### src/rtl/fsm_bit_serializer.sv
// Parallel-to-serial stimulus stage: takes a word over valid/ready, shifts it out
// one bit per clock on `a`, then holds IDLE_LEVEL for GAP cycles before the next word.
module fsm_bit_serializer #(
    parameter int   WIDTH      = 8,
    parameter int   GAP        = 2,
    parameter logic IDLE_LEVEL = 1'b0,
    parameter bit   MSB_FIRST  = 1'b1
) (
    input  logic             clk,
    input  logic             rst,
    input  logic [WIDTH-1:0] load_data,
    input  logic             load_valid,
    output logic             load_ready,
    output logic             a,
    output logic             a_valid,
    output logic             busy,
    output logic             word_done
);

    localparam int BW     = (WIDTH > 1) ? $clog2(WIDTH + 1) : 1;
    localparam int GW     = (GAP > 0) ? $clog2(GAP + 1) : 1;
    localparam int GAP_M1 = (GAP > 0) ? GAP - 1 : 0;

    typedef enum logic [1:0] {
        S_IDLE  = 2'd0,
        S_SHIFT = 2'd1,
        S_GAP   = 2'd2
    } state_e;

    state_e           state_q, state_d;
    logic [WIDTH-1:0] shreg_q, shreg_d;
    logic [BW-1:0]    bit_cnt_q, bit_cnt_d;
    logic [GW-1:0]    gap_cnt_q, gap_cnt_d;
    logic             a_q, a_d;
    logic             a_valid_q, a_valid_d;
    logic             busy_q, busy_d;
    logic             word_done_q, word_done_d;

    function automatic logic head_bit(input logic [WIDTH-1:0] w);
        return MSB_FIRST ? w[WIDTH-1] : w[0];
    endfunction

    function automatic logic [WIDTH-1:0] shift_out(input logic [WIDTH-1:0] w);
        return MSB_FIRST ? (w << 1) : (w >> 1);
    endfunction

    assign load_ready = (state_q == S_IDLE) && rst;

    // Outputs are computed for the coming cycle, so the bit captured at the
    // transfer edge is already on `a` in the first cycle of SHIFT.
    always_comb begin
        state_d     = state_q;
        shreg_d     = shreg_q;
        bit_cnt_d   = bit_cnt_q;
        gap_cnt_d   = gap_cnt_q;
        a_d         = IDLE_LEVEL;
        a_valid_d   = 1'b0;
        word_done_d = 1'b0;
        case (state_q)
            S_IDLE: begin
                if (load_valid && load_ready) begin
                    state_d     = S_SHIFT;
                    a_d         = head_bit(load_data);
                    a_valid_d   = 1'b1;
                    word_done_d = (WIDTH == 1);
                    shreg_d     = shift_out(load_data);
                    bit_cnt_d   = BW'(WIDTH - 1);
                end
            end
            S_SHIFT: begin
                if (bit_cnt_q == '0) begin
                    if (GAP > 0) begin
                        state_d   = S_GAP;
                        gap_cnt_d = GW'(GAP_M1);
                    end else begin
                        state_d = S_IDLE;
                    end
                end else begin
                    a_d         = head_bit(shreg_q);
                    a_valid_d   = 1'b1;
                    word_done_d = (bit_cnt_q == BW'(1));
                    shreg_d     = shift_out(shreg_q);
                    bit_cnt_d   = bit_cnt_q - BW'(1);
                end
            end
            S_GAP: begin
                if (gap_cnt_q == '0) state_d = S_IDLE;
                else                 gap_cnt_d = gap_cnt_q - GW'(1);
            end
            default: begin
                state_d   = S_IDLE;
                shreg_d   = '0;
                bit_cnt_d = '0;
                gap_cnt_d = '0;
            end
        endcase
        busy_d = (state_d != S_IDLE);
    end

    always_ff @(posedge clk) begin
        if (!rst) begin
            state_q     <= S_IDLE;
            shreg_q     <= '0;
            bit_cnt_q   <= '0;
            gap_cnt_q   <= '0;
            a_q         <= IDLE_LEVEL;
            a_valid_q   <= 1'b0;
            busy_q      <= 1'b0;
            word_done_q <= 1'b0;
        end else begin
            state_q     <= state_d;
            shreg_q     <= shreg_d;
            bit_cnt_q   <= bit_cnt_d;
            gap_cnt_q   <= gap_cnt_d;
            a_q         <= a_d;
            a_valid_q   <= a_valid_d;
            busy_q      <= busy_d;
            word_done_q <= word_done_d;
        end
    end

    assign a         = a_q;
    assign a_valid   = a_valid_q;
    assign busy      = busy_q;
    assign word_done = word_done_q;

endmodule
### config.mk
export PLATFORM = sky130hd
export DESIGN_NAME = fsm_bit_serializer
export DESIGN_NICKNAME = d
export VERILOG_FILES = /design/src/rtl/fsm_bit_serializer.sv
export SDC_FILE = /design/constraint.sdc
export NUM_CORES = 1
export LEC_CHECK = 0
export CORE_MARGIN = 8
export CORE_UTILIZATION = 52
export CTS_CLUSTER_SIZE = 40
export DETAILED_ROUTE_END_ITERATION = 10
export GPL_TIMING_DRIVEN = 0
export PLACE_DENSITY = 0.76
export SETUP_SLACK_MARGIN = 0.15
export SYNTH_ARGS = -nofsm -noshare
export SYNTH_HDL_FRONTEND = slang
export SYNTH_SLANG_ARGS = --single-unit
### constraint.sdc
create_clock -name clk -period 2 [get_ports clk]
set_clock_uncertainty 0.1 [all_clocks]
set_input_delay 0.4 -clock clk [delete_from_list [all_inputs] [get_ports clk]]
set_output_delay 0.4 -clock clk [all_outputs]
set_load 0.005 [all_outputs]
==> results.sh <==
export IMPL_max_slew_margin_pct=69.4
export IMPL_grt_overflow_total=0
export IMPL_die_h_um=61.8
export IMPL_synth_async_reset_ratio_pct=0
export IMPL_ios=16
export IMPL_hp_class="flip-flop to flip-flop"
export IMPL_portBuffers=15
export IMPL_grt_use_total_pct=14.8
export IMPL_antenna_found_initial=0
export IMPL_p_int_w=0.000792
export IMPL_die_w_um=61.8
export IMPL_vias_per_cell=5.67
export IMPL_pwr_share_clk_pct=16.5
export IMPL_yosysSeqAreaShare_pct=34.9
export IMPL_cts_buffers_inserted=3
export IMPL_drtIter0Drc=10
export IMPL_r2r_setup_slack_ps=200
export IMPL_grt_first_pass_wirelength_um=4240
export IMPL_fin_tns_setup_ps=0
export IMPL_netlist_area_mm2=0.00109
export IMPL_startpoint_type="flip-flop"
export IMPL_fmax_ghz=0.554
export IMPL_dieArea_mm2=0.00382
export IMPL_syn_instance_count=116
export IMPL_ant_nets=0
export IMPL_finalHoldViolations=0
export IMPL_drc=0
export IMPL_dpl_cell_count=158
export IMPL_hold_ws_ps=370
export IMPL_r2r_cells=7
export IMPL_final_net_count=161
export IMPL_setup_viol=0
export IMPL_hold_depth=2
export IMPL_grt_pass1_vias=959
export IMPL_clock_latency_ps=310
export IMPL_grt_max_degree=11
export IMPL_p_leak_nw=0.580
export IMPL_cts_tree="done"
export IMPL_cts_clk_slew_worst_paths_ps=110
export IMPL_clkSinkCount=19
export IMPL_ys_warn_count=0
export IMPL_finalNonFillerCells=168
export IMPL_vdd_drop_max_mv=0.513
export IMPL_end_kind="flip-flop"
export IMPL_utilization_pct=70.3
export IMPL_cts_max_path_buffers=2
export IMPL_synth_edf_count=0
export IMPL_crit_fanout=5
export IMPL_rows=16
export IMPL_gp_congestion=0.815
export IMPL_htreeDepth=1
export IMPL_p_per_area_mw_per_mm2=886
export IMPL_start_util_pct=55.5
export IMPL_p_sw_w=0.000430
export IMPL_dr_total_vias=953
export IMPL_fillers=179
export IMPL_period_needed_ps=1800
export IMPL_final_max_slew_viol_count=0
export IMPL_wl_per_cell_um=15.1
export IMPL_layout_drive_gt1_share_pct=24.8
export IMPL_wl_um=2530
export IMPL_avgSynthCellArea_um2=9.39
export IMPL_firstDrtPassIters=4
export IMPL_post_route_period_util_pct=90.2
export IMPL_maxCapViolCount=0
export IMPL_rsz0062_at_grt="true"
export IMPL_p_comb_share_pct=44.5
export IMPL_diodes=0
export IMPL_ys_flop_type="dfxtp_1"
export IMPL_dp_hpwl_um=1760
export IMPL_ys_seq_elements=19
export IMPL_cts_root_buffer="clkbuf_4"
export IMPL_crit_arrival_ps=1930
export IMPL_switching_share_pct=35.2
export IMPL_placed_cell_area_mm2=0.00127
export IMPL_area_delta_synth_final_pct=26.6
export IMPL_synth_nets=135
export IMPL_core_mm2=0.00196
export IMPL_status="complete, no violations"
export IMPL_design_area_mm2=0.00138
export IMPL_synth_distinct_cells=41
export IMPL_p_seq_share_pct=39.0
export IMPL_required_ps=2130
export IMPL_crit_type="flip-flop to flip-flop"
export IMPL_worst_pin_slew_ps=458
power groups by stage:
stage,registers [W],clock network [W],logic [W]
3_5_place_dp,0.000483,0,0.000473
3_3_place_gp,0.000480,0,0.000458
6_report,0.000477,0.000202,0.000544
4_1_cts,0.000475,0.000202,0.000527
5_1_grt,0.000482,0.000216,0.000592
2_1_floorplan,0.000475,0,0.000350
layout make-up:
class | count | area [um^2] | area share [%]
Clock buffer | 4 | 26.3 | 1.90
Inverter | 9 | 33.8 | 2.45
Tap cell | 27 | 33.8 | 2.45
Buffer | 7 | 43.8 | 3.17
Timing Repair Buffer | 22 | 194 | 14.1
Sequential cell | 19 | 388 | 28.1
Multi-Input combinational cell | 80 | 661 | 47.9
per-stage QoR:
| step | total power (W) | setup slack [ps] |
|---|---|---|
| finish | 0.00122 | 196 |
| floorplan | 0.000826 | 207 |
| global route | 0.00129 | 135 |
| global placement | 0.000938 | -316 |
| CTS | 0.00120 | 158 |
| detailed placement | 0.000956 | -309 |
Yosys cell counts (2+ instances only):
master,count,share of area [%]
buf_6,2,2.1
nor2_1,5,1.7
clkbuf_1,4,1.4
inv_1,9,3.1
nor4_1,2,1.1
mux2i_1,8,7.3
nor2b_1,3,1.7
a21boi_1,2,1.4
nand2b_1,2,1.1
dfxtp_1,19,35
a22o_1,6,4.8
nand2_1,16,5.5
ha_1,8,9.2
a221oi_2,3,4.1
critical path, stage by stage, from the launching register on:
cell and delay [ps]:
dfxtp_2 350, inv_2 50, ha_2 160, buf_6 120, nor4bb_4 160, or3_4 400, buf_6 150, a221oi_2 220
final timing paths:
| check | start | to |
|---|---|---|
| worst min-delay path | shreg_q[5]$_SDFFE_PN0P_ | shreg_q[5]$_SDFFE_PN0P_ |
| worst min register to register | shreg_q[5]$_SDFFE_PN0P_ | shreg_q[5]$_SDFFE_PN0P_ |
| worst max register to register | state_q[1]$_SDFF_PN0_ | bit_cnt_q[2]$_SDFFE_PN0P_ |
| worst max-delay path | state_q[1]$_SDFF_PN0_ | bit_cnt_q[2]$_SDFFE_PN0P_ |
placed cells by master (no fill, tap or decap), types with 3 or more instances in the layout:
cell	n
a221oi_2	3
a22o_1	6
buf_4	6
clkbuf_1	3
clkbuf_4	3
clkdlybuf4s50_1	13
dfxtp_1	15
dfxtp_2	3
ha_1	5
inv_1	5
inv_2	4
mux2i_1	8
nand2_1	16
nor2_1	4
nor2b_1	3
routing by layer:
| layer | share of wire [%] | track usage [%] | vias up | wire [um] |
|---|---|---|---|---|
| li1 | - | - | 462 | - |
| met1 | 42 | 16.4 | 464 | 1060 |
| met2 | 52 | 26.3 | 22 | 1310 |
| met3 | 4.9 | 2.88 | 5 | 123 |
| met4 | 1.5 | 6.82 | 0 | 37 |
| met5 | 0 | 0 | - | 0 |
flip-flops by register name, indices dropped and copies added, names as in the netlist:
signal / cells
busy: 1
bit_cnt_q: 4
a_valid: 1
word_done: 1
state_q: 2
shreg_q: 7
gap_cnt_q: 2
a: 1
kinds of logic (layout without fill, tap and decap cells):
family                     Yosys count  in the layout  synth area share (%)
buffers and inverters               17             42                  7.35
and+or+nand+nor                     37             37                  18.9
AOI/OAI and AO/OA                   27             27                  22.3
adders and majority gates            8              8                  9.19
muxes                                8              8                  7.35
DFF                                 19             19                  34.9
what timing repair did:
action	in CTS	in global routing
buffers inserted	5	1
endpoints found under the setup margin	6	17
pin swaps	2	3
endpoints found under the hold margin	0	0
cloned	1	0
hold buffers	0	0
gates resized for setup	15	7
Power figures use the tool's default switching activity.
